File: src/rtl/pod_uart_responder.sv
// pod_uart_responder
//
// Pod-side end of the logic pod management UART. Receives 5-byte command
// frames (A5, opcode, addr, data, csum) from the host, executes register
// reads/writes against a 16 x 8-bit configuration register file, and sends
// a 5-byte response frame (5A, status, addr, data, csum) for every
// well-formed command.
//
// Optional feature macro: POD_UART_TIMEOUT_EN
//   defined   : an idle gap of more than TIMEOUT_BITS bit times between
//               bytes of one frame abandons the frame (back to HUNT, no
//               response, err_count untouched).
//   undefined : no timeout logic; a partial frame waits indefinitely.
//
// Parameters:
//   BAUD_DIV     clocks per UART bit (>= 16)
//   TIMEOUT_BITS inter-byte idle limit in bit times (timeout build only)
//
// Ports:
//   clk_125mhz   sole clock
//   rst          synchronous reset, active high
//   uart_rx      asynchronous serial input, idle high
//   uart_tx      serial output, idle high
//   reg_wr_en    single-cycle write strobe (high in the EXEC cycle)
//   reg_wr_addr  write address, valid with reg_wr_en
//   reg_wr_data  write data, valid with reg_wr_en
//   regs_out     register file, register n at bits [8n+7:8n]
//   err_count    saturating count of rejected frames

module pod_uart_responder #(
    parameter int BAUD_DIV     = 1085,
    parameter int TIMEOUT_BITS = 20
) (
    input  logic         clk_125mhz,
    input  logic         rst,
    input  logic         uart_rx,
    output logic         uart_tx,
    output logic         reg_wr_en,
    output logic [3:0]   reg_wr_addr,
    output logic [7:0]   reg_wr_data,
    output logic [127:0] regs_out,
    output logic [7:0]   err_count
);

    if (BAUD_DIV < 16) begin : g_bad_baud
        $error("BAUD_DIV must be at least 16");
    end
    if (TIMEOUT_BITS < 1) begin : g_bad_timeout
        $error("TIMEOUT_BITS must be at least 1");
    end

    localparam int            CW        = $clog2(BAUD_DIV);
    localparam logic [CW-1:0] BAUD_LAST = CW'(BAUD_DIV - 1);
    localparam logic [CW-1:0] BAUD_HALF = CW'(BAUD_DIV / 2);

    localparam logic [7:0] SYNC_CMD  = 8'hA5;
    localparam logic [7:0] SYNC_RESP = 8'h5A;
    localparam logic [7:0] OP_READ   = 8'h01;
    localparam logic [7:0] OP_WRITE  = 8'h02;

    localparam logic [7:0] ST_OK     = 8'h00;
    localparam logic [7:0] ST_CSUM   = 8'h01;
    localparam logic [7:0] ST_OPCODE = 8'h02;
    localparam logic [7:0] ST_ADDR   = 8'h03;

    typedef enum logic [1:0] {
        RX_IDLE,
        RX_START,
        RX_DATA,
        RX_STOP
    } rx_state_t;

    typedef enum logic [2:0] {
        S_HUNT,
        S_OPCODE,
        S_ADDR,
        S_DATA,
        S_CSUM,
        S_EXEC,
        S_RESP
    } state_t;

    // ------------------------------------------------------------------
    // Receiver
    // ------------------------------------------------------------------
    // rx_s3_q is the previous synchronized sample, used for edge detection
    logic            rx_s1_q, rx_s2_q, rx_s3_q;
    rx_state_t       rx_state_q, rx_state_d;
    logic [CW-1:0]   rx_cnt_q, rx_cnt_d;
    logic [2:0]      rx_bit_q, rx_bit_d;
    logic [7:0]      rx_sh_q, rx_sh_d;
    logic            rx_valid_q, rx_valid_d;

    always_comb begin
        rx_state_d = rx_state_q;
        rx_cnt_d   = rx_cnt_q;
        rx_bit_d   = rx_bit_q;
        rx_sh_d    = rx_sh_q;
        rx_valid_d = 1'b0;
        case (rx_state_q)
            RX_IDLE: begin
                if (rx_s3_q && !rx_s2_q) begin
                    rx_state_d = RX_START;
                    rx_cnt_d   = '0;
                end
            end
            RX_START: begin
                if (rx_cnt_q == BAUD_HALF) begin
                    // line back high at mid start bit: treat as a glitch
                    if (rx_s2_q) begin
                        rx_state_d = RX_IDLE;
                    end else begin
                        rx_state_d = RX_DATA;
                        rx_cnt_d   = '0;
                        rx_bit_d   = '0;
                    end
                end else begin
                    rx_cnt_d = rx_cnt_q + CW'(1);
                end
            end
            RX_DATA: begin
                if (rx_cnt_q == BAUD_LAST) begin
                    rx_cnt_d = '0;
                    rx_sh_d  = {rx_s2_q, rx_sh_q[7:1]};
                    if (rx_bit_q == 3'd7) begin
                        rx_state_d = RX_STOP;
                    end else begin
                        rx_bit_d = rx_bit_q + 3'd1;
                    end
                end else begin
                    rx_cnt_d = rx_cnt_q + CW'(1);
                end
            end
            RX_STOP: begin
                if (rx_cnt_q == BAUD_LAST) begin
                    rx_state_d = RX_IDLE;
                    // a low stop bit drops the byte silently
                    rx_valid_d = rx_s2_q;
                end else begin
                    rx_cnt_d = rx_cnt_q + CW'(1);
                end
            end
            default: rx_state_d = RX_IDLE;
        endcase
    end

    always_ff @(posedge clk_125mhz) begin
        if (rst) begin
            rx_s1_q    <= 1'b1;
            rx_s2_q    <= 1'b1;
            rx_s3_q    <= 1'b1;
            rx_state_q <= RX_IDLE;
            rx_cnt_q   <= '0;
            rx_bit_q   <= '0;
            rx_valid_q <= 1'b0;
        end else begin
            rx_s1_q    <= uart_rx;
            rx_s2_q    <= rx_s1_q;
            rx_s3_q    <= rx_s2_q;
            rx_state_q <= rx_state_d;
            rx_cnt_q   <= rx_cnt_d;
            rx_bit_q   <= rx_bit_d;
            rx_valid_q <= rx_valid_d;
        end
        rx_sh_q <= rx_sh_d;
    end

    // ------------------------------------------------------------------
    // Frame parser, executor and transmitter
    // ------------------------------------------------------------------
    state_t        state_q, state_d;
    logic [7:0]    op_q, op_d;
    logic [7:0]    addr_q, addr_d;
    logic [7:0]    data_q, data_d;
    logic [7:0]    csum_q, csum_d;
    logic [7:0]    regs_q [16];
    logic [7:0]    regs_d [16];
    logic [7:0]    err_q, err_d;
    logic          tx_q, tx_d;
    logic [39:0]   tx_buf_q, tx_buf_d;
    logic [CW-1:0] tx_cnt_q, tx_cnt_d;
    logic [3:0]    tx_bit_q, tx_bit_d;
    logic [2:0]    tx_byte_q, tx_byte_d;
    logic          wr_en_c;

    logic [7:0]    status_c;
    logic [7:0]    resp_data_c;
    logic [7:0]    tx_cur_c;

`ifdef POD_UART_TIMEOUT_EN
    localparam logic [31:0] TO_LIMIT = 32'(TIMEOUT_BITS * BAUD_DIV);
    logic [31:0] to_cnt_q, to_cnt_d;
`endif

    always_comb begin
        status_c = ST_OK;
        if ((op_q ^ addr_q ^ data_q) != csum_q) begin
            status_c = ST_CSUM;
        end else if (op_q != OP_READ && op_q != OP_WRITE) begin
            status_c = ST_OPCODE;
        end else if (addr_q[7:4] != 4'h0) begin
            status_c = ST_ADDR;
        end
    end

    // write data is returned directly so the response shows the new value
    always_comb begin
        resp_data_c = 8'h00;
        if (status_c == ST_OK) begin
            resp_data_c = (op_q == OP_WRITE) ? data_q : regs_q[addr_q[3:0]];
        end
    end

    assign tx_cur_c = tx_buf_q[{tx_byte_q, 3'b000} +: 8];

    always_comb begin
        state_d   = state_q;
        op_d      = op_q;
        addr_d    = addr_q;
        data_d    = data_q;
        csum_d    = csum_q;
        regs_d    = regs_q;
        err_d     = err_q;
        tx_d      = tx_q;
        tx_buf_d  = tx_buf_q;
        tx_cnt_d  = tx_cnt_q;
        tx_bit_d  = tx_bit_q;
        tx_byte_d = tx_byte_q;
        wr_en_c   = 1'b0;
`ifdef POD_UART_TIMEOUT_EN
        to_cnt_d  = '0;
`endif
        case (state_q)
            S_HUNT: begin
                if (rx_valid_q && rx_sh_q == SYNC_CMD) state_d = S_OPCODE;
            end
            S_OPCODE: begin
                if (rx_valid_q) begin
                    op_d    = rx_sh_q;
                    state_d = S_ADDR;
                end
            end
            S_ADDR: begin
                if (rx_valid_q) begin
                    addr_d  = rx_sh_q;
                    state_d = S_DATA;
                end
            end
            S_DATA: begin
                if (rx_valid_q) begin
                    data_d  = rx_sh_q;
                    state_d = S_CSUM;
                end
            end
            S_CSUM: begin
                if (rx_valid_q) begin
                    csum_d  = rx_sh_q;
                    state_d = S_EXEC;
                end
            end
            S_EXEC: begin
                if (status_c == ST_OK) begin
                    if (op_q == OP_WRITE) begin
                        regs_d[addr_q[3:0]] = data_q;
                        wr_en_c             = 1'b1;
                    end
                end else if (err_q != 8'hFF) begin
                    err_d = err_q + 8'd1;
                end
                tx_buf_d  = {status_c ^ addr_q ^ resp_data_c, resp_data_c,
                             addr_q, status_c, SYNC_RESP};
                tx_d      = 1'b0;
                tx_cnt_d  = '0;
                tx_bit_d  = '0;
                tx_byte_d = '0;
                state_d   = S_RESP;
            end
            S_RESP: begin
                // tx_bit_q: 0 = start, 1..8 = data LSB first, 9 = stop
                if (tx_cnt_q == BAUD_LAST) begin
                    tx_cnt_d = '0;
                    if (tx_bit_q == 4'd9) begin
                        if (tx_byte_q == 3'd4) begin
                            tx_d    = 1'b1;
                            state_d = S_HUNT;
                        end else begin
                            tx_byte_d = tx_byte_q + 3'd1;
                            tx_bit_d  = '0;
                            tx_d      = 1'b0;
                        end
                    end else begin
                        tx_bit_d = tx_bit_q + 4'd1;
                        tx_d     = (tx_bit_q == 4'd8) ? 1'b1 : tx_cur_c[tx_bit_q[2:0]];
                    end
                end else begin
                    tx_cnt_d = tx_cnt_q + CW'(1);
                end
            end
            default: state_d = S_HUNT;
        endcase

`ifdef POD_UART_TIMEOUT_EN
        // counts idle cycles since the last stop-bit sample inside a frame
        if ((state_q == S_OPCODE || state_q == S_ADDR || state_q == S_DATA ||
             state_q == S_CSUM) && rx_state_q == RX_IDLE && !rx_valid_q) begin
            if (to_cnt_q == TO_LIMIT) begin
                state_d = S_HUNT;
            end else begin
                to_cnt_d = to_cnt_q + 32'd1;
            end
        end
`endif
    end

    always_ff @(posedge clk_125mhz) begin
        if (rst) begin
            state_q   <= S_HUNT;
            err_q     <= '0;
            tx_q      <= 1'b1;
            tx_cnt_q  <= '0;
            tx_bit_q  <= '0;
            tx_byte_q <= '0;
            for (int i = 0; i < 16; i++) regs_q[i] <= '0;
        end else begin
            state_q   <= state_d;
            err_q     <= err_d;
            tx_q      <= tx_d;
            tx_cnt_q  <= tx_cnt_d;
            tx_bit_q  <= tx_bit_d;
            tx_byte_q <= tx_byte_d;
            regs_q    <= regs_d;
        end
        op_q     <= op_d;
        addr_q   <= addr_d;
        data_q   <= data_d;
        csum_q   <= csum_d;
        tx_buf_q <= tx_buf_d;
    end

`ifdef POD_UART_TIMEOUT_EN
    always_ff @(posedge clk_125mhz) begin
        if (rst) begin
            to_cnt_q <= '0;
        end else begin
            to_cnt_q <= to_cnt_d;
        end
    end
`endif

    always_comb begin
        regs_out = '0;
        for (int n = 0; n < 16; n++) regs_out[8*n +: 8] = regs_q[n];
    end

    assign uart_tx     = tx_q;
    assign reg_wr_en   = wr_en_c;
    assign reg_wr_addr = wr_en_c ? addr_q[3:0] : 4'h0;
    assign reg_wr_data = wr_en_c ? data_q : 8'h00;
    assign err_count   = err_q;

endmodule
File: config.mk
export PLATFORM = sky130hd
export DESIGN_NAME = pod_uart_responder
export DESIGN_NICKNAME = d
export VERILOG_FILES = /design/src/rtl/pod_uart_responder.sv
export SDC_FILE = /design/constraint.sdc
export NUM_CORES = 1
export LEC_CHECK = 0
export ABC_AREA = 0
export CORE_MARGIN = 5
export CORE_UTILIZATION = 55
export DETAILED_ROUTE_END_ITERATION = 16
export HOLD_SLACK_MARGIN = 0.03
export PLACE_DENSITY_LB_ADDON = 0.1
export SLEW_MARGIN = 20
export SYNTH_ARGS = -nofsm -noshare
export SYNTH_HDL_FRONTEND = slang
export SYNTH_SLANG_ARGS = --single-unit
File: constraint.sdc
create_clock -name clk_125mhz -period 2.73 [get_ports clk_125mhz]
set_clock_uncertainty 0.05 [all_clocks]
set_input_delay 0.273 -clock clk_125mhz [delete_from_list [all_inputs] [get_ports clk_125mhz]]
set_output_delay 0.273 -clock clk_125mhz [all_outputs]
set_load 0.01 [all_outputs]
==> metrics.txt <==
GP Congestion=0.8532; GRT Util Overall=24.61%; FF/Latch Area=0.005545 mm^2; Bufs on Longest Clock Path=3; Final HPWL DP=20.72 mm; Worst VDD drop=0.5350 mV; area of the multi-input gates=0.005543 mm^2; Setup violations, final=0; Worst setup EP type=output port; I/O pins=153; largest area contributor in the synthesized netlist=dfxtp_1; final hold vios=0; Mapped Cells=1057; Seq cells post-synth=244; CTS buffer count=26; most frequent cell after synthesis=nor2_1; die area=0.02394 mm^2; ANT nets after route=0; vias in the first global route=8350; via count=8733; Clock power frac=47.6%; complex-gate fraction of the synthesized area=5.691%; Final Slew Violations=0; Clk pin slew, worst setup/hold paths=0.06 ns; core area=0.02082 mm^2; first-pass GRT wire length=47.19 mm; fmax=370.5 MHz; Worst-Skew Late Latency=0.53 ns; required time of the critical path=2.41 ns; Port Buf Inserts=152; yosys warns=0; Worst Path Arrival=2.38 ns; clk sinks=244; post-synthesis async set-or-reset flop share=0%; Seq/Total Area, Yosys=48.13%; RSZ-0062 raised after global routing=true; Leak=6.130 nW; vias per cell=5.776; setup TNS=0 ns; fin util=68.47%; width of the die=154.7 um; worst-path fanout max=11; Post-Synth Adder-Cell Area=1.412%; Flop pwr share=51.3%; n_diodes=0; Rel. slew slack=57.82%; Max Cap Viol=0; Switching Share=20.45%; Mapped Nets=1073; row cnt=53; crit-path max cell delay=0.57 ns; most instantiated cells after synthesis=nor2_1 (203), dfxtp_1 (178), mux2i_1 (134); status=finished clean; final-layout fill cell count=1622; combinational share of power=1.1%; power per standard cell area=506.8 mW/mm^2; clk root buf=clkbuf_16; xor/xnor share of the synthesized area=3.193%; Initial DRC Count=714; CP Cell Sequence=or4_4, nor2_4, and3_4, nand3_4, buf_12, nor2_2, buf_2; die height=154.7 um; # nets final=1234; top-area cell type share of the netlist area=30.93%; largest net degree at the start of global routing=82; fin crit share=98.88%; Switch Pwr=1.477 mW; actual slew at the worst max-slew pin=0.6327 ns; critical path type=reg2out; initial antenna violation count=0; EDFF count, synth=66; slowest cell on the critical path=or4_4; Area Overhead vs Synth=23.74%; layout cells sized above 1=15.52%; Post-DP Area=0.01333 mm^2; Overflow after GRT=0; Simple-Gate Fraction of Synth Area=17.77%; minimum clock period=2.699 ns; H-tree levels=1; synthesized area=0.01152 mm^2; drt drc=0; cell-internal power=5.748 mW; Cell variety after synth=73; Syn Area/Cell=10.90 um^2; CTS tree=yes; Initial Util=55.33%; top cells by area, synth=dfxtp_1 (31%), edfxtp_1 (17%), mux2i_1 (12%); first drt pass iteration count=5; Setup crit start kind=flip-flop; type of the tightest min-delay check=in2reg; Most used DFF post-synth=dfxtp_1; routed wire length=29.97 mm; mux cell area share after synthesis=19.17%; largest family of logic cells by synthesized area=multiplexers; hold buffers post-CTS=0; Post-Layout Inst Area=0.01426 mm^2; per-cell routed wire length=19.82 um
-- power by group through the flow --
| stage | logic, mW | registers (mW) | clock network, mW |
|---|---|---|---|
| global route | 0.0916 | 3.70 | 3.65 |
| CTS | 0.0828 | 3.70 | 3.49 |
| finish | 0.0827 | 3.70 | 3.44 |
| detailed placement | 0.0827 | 3.78 | 0 |
| floorplan | 0.0620 | 3.78 | 0 |
| global placement | 0.0827 | 3.78 | 0 |
-- cell usage in the layout, fill, tap and decap left out, types with 9 or more instances in the layout --
cell type / n
a21oi_1: 21
a31oi_1: 11
and3_1: 11
buf_2: 12
buf_4: 46
clkbuf_16: 27
clkdlybuf4s50_1: 138
dfxtp_1: 178
edfxtp_1: 66
ha_1: 13
inv_1: 29
mux2i_1: 134
mux4_2: 36
nand2_1: 54
nand3_1: 19
nand4_4: 11
nor2_1: 192
nor2_2: 10
nor2b_1: 9
nor3_1: 20
o21ai_0: 14
xnor2_1: 28
xor2_1: 12
-- registers in the layout (all words and copies together) (netlist names), 3 cells and up, named ones only --
signal     cells
rx_sh_q        8
rx_bit_q       3
rx_cnt_q      11
data_q         8
csum_q         8
regs_out     128
tx_byte_q      3
op_q           8
tx_cnt_q      11
addr_q         8
tx_bit_q       4
tx_buf_q      26
state_q        3
err_count      8
-- repair_timing --
item                       4_1_cts  5_1_grt
setup endpoints to repair       13       74
gates resized for setup         55       18
pin swaps                        1        1
buffers inserted                 2        5
-- stage by stage --
| stage | std cells | power [mW] | setup WS (ns) | hold WS, ns |
|---|---|---|---|---|
| finish | 1512 | 7.225 | 0.03059 | 0.1712 |
| global route | 1512 | 7.442 | -0.04966 | 0.1944 |
| CTS | 1507 | 7.277 | 0.004904 | 0.1719 |
| detailed placement | 1458 | 3.865 | 0.05551 | 0.3485 |
| global placement | 1458 | 3.864 | 0.1316 | 0.3417 |
| floorplan | 1057 | 3.843 | 0.2720 | 0.3268 |
-- per-layer routing --
| metal | share of wire [%] | track usage [%] | up-vias |
|---|---|---|---|
| met3 | 8.0 | 4.701 | 57 |
| li1 | - | - | 4113 |
| met5 | 0 | 0 | - |
| met4 | 2.7 | 7.359 | 0 |
| met1 | 44 | 35.64 | 4230 |
| met2 | 45 | 37.73 | 333 |
-- cell type report --
type | instances | area share [%]
clock inverters | 10 | 0.5178
repair buffers | 201 | 13.17
inverters | 29 | 0.7636
flip-flops and latches | 244 | 38.90
clock buffers | 37 | 5.354
well taps | 275 | 2.414
multi-input cells | 716 | 38.88
-- logic make-up after synthesis --
| kind of cell | after synthesis |
|---|---|
| DFF | 244 |
| adders and majority gates | 13 |
| xor gates and xnor gates | 42 |
| and+or+nand+nor | 392 |
| AOI/OAI and AO/OA | 94 |
| muxes | 175 |
| buffers and inverters | 97 |
-- path summary, 6_finish.rpt --
| path | from | endpoint | slack (ns) | cells after the start |
|---|---|---|---|---|
| worst min register to register | rx_s1_q | rx_s2_q | 0.36 | 1 |
| worst max-delay path | addr_q[5] | reg_wr_data[1] | 0.03 | 7 |
| worst max register to register | addr_q[1] | tx_buf_q[34] | 0.14 | 7 |
| worst min-delay path | rst | regs_out[62] | 0.17 | 2 |
-- critical path: cells and delay by family (launching register included) --
| family | cells | cell delay [ns] |
|---|---|---|
| buffers and inverters | 2 | 0.31 |
| flip-flops | 1 | 0.45 |
| AND/OR/NAND/NOR | 5 | 1.09 |
No activity file was read; power rests on OpenSTA's default activity.
==> patch (config.mk and constraints unchanged) <==
Put a register stage on the outputs `reg_wr_en`, `reg_wr_addr` and `reg_wr_data`, without a reset. The values now appear one clock later. The other outputs are not delayed to match. Comments in the files are not updated.
--- a/src/rtl/pod_uart_responder.sv
+++ b/src/rtl/pod_uart_responder.sv
@@ -353,9 +353,11 @@
     end
 
     assign uart_tx     = tx_q;
-    assign reg_wr_en   = wr_en_c;
-    assign reg_wr_addr = wr_en_c ? addr_q[3:0] : 4'h0;
-    assign reg_wr_data = wr_en_c ? data_q : 8'h00;
+    always_ff @(posedge clk_125mhz) begin
+        reg_wr_en   <= wr_en_c;
+        reg_wr_addr <= wr_en_c ? addr_q[3:0] : 4'h0;
+        reg_wr_data <= wr_en_c ? data_q : 8'h00;
+    end
     assign err_count   = err_q;
 
 endmodule
Formal check against the unedited RTL: same outputs for any inputs over 4 cycles, from zero or initial values and one cycle with rst high; that may be too few to reach the edited logic, so the function may still have changed.
==> patch against the original RTL <==
Worst setup slack better by 200 ps; sequential cell count is 13 higher; worst hold slack improved by 57 ps; synthesized area up 0.66%; routed wire length is 0.64% higher; synthesized cell count is 1.4% higher; total power increased by 13%; non-clock buffer count down 25; design area increased by 1.1%; highest routed layer unchanged.
==> patch: results (changes against the original RTL) <==
status: completed (unchanged)
syn nets: 1088 (was 1073)
Setup Fix Bufs, Post-CTS: 0 (was 2)
initial antenna violation count: 0 (unchanged)
clock root buffer master: clkbuf_16 (unchanged)
hold endpoint: rx_bit_q[1]$_SDFFE_PP0P_ (was regs_out[62]$_SDFFE_PP0P_)
Crit Reg-Reg Endpoint: regs_out[119]$_SDFFE_PP0P_ (was tx_buf_q[34]$_DFFE_PP_)
Max transition margin: 49.3% (was 57.8%)
placed inst area: 13400 sq um (was 13300 sq um)
launch point of the worst path: op_q[3]$_DFFE_PP_ (was addr_q[5]$_DFFE_PP_)
Max Buffers Root-to-Sink: 3 (unchanged)
fraction of the yosys area taken by sequential cells: 50.1% (was 48.1%)
reg2reg setup slack: 230 ps (was 140 ps)
Leakage: 5.92 nW (was 6.13 nW)
Post-synth EDFFs: 66 (unchanged)
routability-driven placement congestion ratio: 0.896 (was 0.853)
Worst Reg-to-Reg Cells: 6 (was 7)
Routed WL: 30200 microns (was 30000 microns)
Critical-path top delay cell: nor4_1 (was or4_4)
Peak supply drop: 0.000439 V (was 0.000535 V)
P_clk: 4.17 mW (was 3.44 mW)
first-pass GRT wire length: 48100 microns (was 47200 microns)
synth top area cells: dfxtp_1, edfxtp_1, mux2i_1, mux4_2, nor2_1 (unchanged)
# fillers: 1613 (was 1622)
Cell variety after synth: 70 (was 73)
worst hold stages: 2 (unchanged)
H-tree depth: 1 (unchanged)
layout cell share with drive strength beyond 1: 12.4% (was 15.5%)
# nets final: 1223 (was 1234)
Worst Hold Class: input pin to flip-flop (unchanged)
critical-path maximum fanout: 19 (was 11)
GRT Total Usage: 24.9% (was 24.6%)
post-synthesis mux area share: 19.0% (was 19.2%)
Post-Synth Adder-Cell Area: 1.40% (was 1.41%)
pin count of the biggest net entering global routing: 106 (was 82)
Peak Freq: 399 MHz (was 370 MHz)
hold buffer count at CTS: 0 (unchanged)
Place WS: 255 ps (was 55.5 ps)
vias in the first global route: 8527 (was 8350)
TritonCTS buffer count: 28 (was 26)
vias: 8592 (was 8733)
DP Wirelength: 20500 microns (was 20700 microns)
post-synthesis xor/xnor area fraction: 3.32% (was 3.19%)
switching pwr: 1.58 mW (was 1.48 mW)
arrival time worst endpoint: 2860 ps (was 2380 ps)
top cells by count, synth: dfxtp_1, nor2_1, mux2i_1 (was nor2_1, dfxtp_1, mux2i_1)
Setup TNS Final: 0 ps (unchanged)
Crit Path Class: flip-flop to flip-flop (was flip-flop to primary output)
Synth Area in Compound Gates: 5.52% (was 5.69%)
Port-buffer cells: 152 (unchanged)
initial detailed-routing violation count: 651 (was 714)
PostCTS Resize Cnt: 0 (was 55)
Sequential Power: 3.89 mW (was 3.70 mW)
Crit path largest cell delay: 460 ps (was 570 ps)
patch: stage by stage:
step	hold WS, ps	util [%]	std cells	total power, mW
detailed placement	351	64.0	1452	4.05
global placement	351	64.0	1452	4.05
floorplan	327	-	1072	4.03
finish	229	69.0	1504	8.13
CTS	232	69.0	1504	8.20
global route	249	69.0	1504	8.38
patch: area by class of cell:
type	count	area (sq um)	share of cell area, %
clock buffers	38	852	5.91
clock inverters	14	195	1.35
inverters	28	105	0.729
flip-flops and latches	257	5810	40.3
repair buffers	176	1740	12.1
well taps	275	344	2.39
multi-input cells	716	5370	37.3
patch: routing by layer:
metal	up-vias	track usage (%)	share of wire, %
li1	4105	-	-
met1	4131	36.0	45
met2	305	38.5	45
met3	51	5.20	7.8
met4	0	6.38	2.2
met5	-	1.04	0
patch: cell families after synthesis:
group           after synthesis
compound gates               99
xor+xnor                     44
fa+ha+maj                    13
buf+inv                      99
flops                       257
mux                         175
simple gates                385
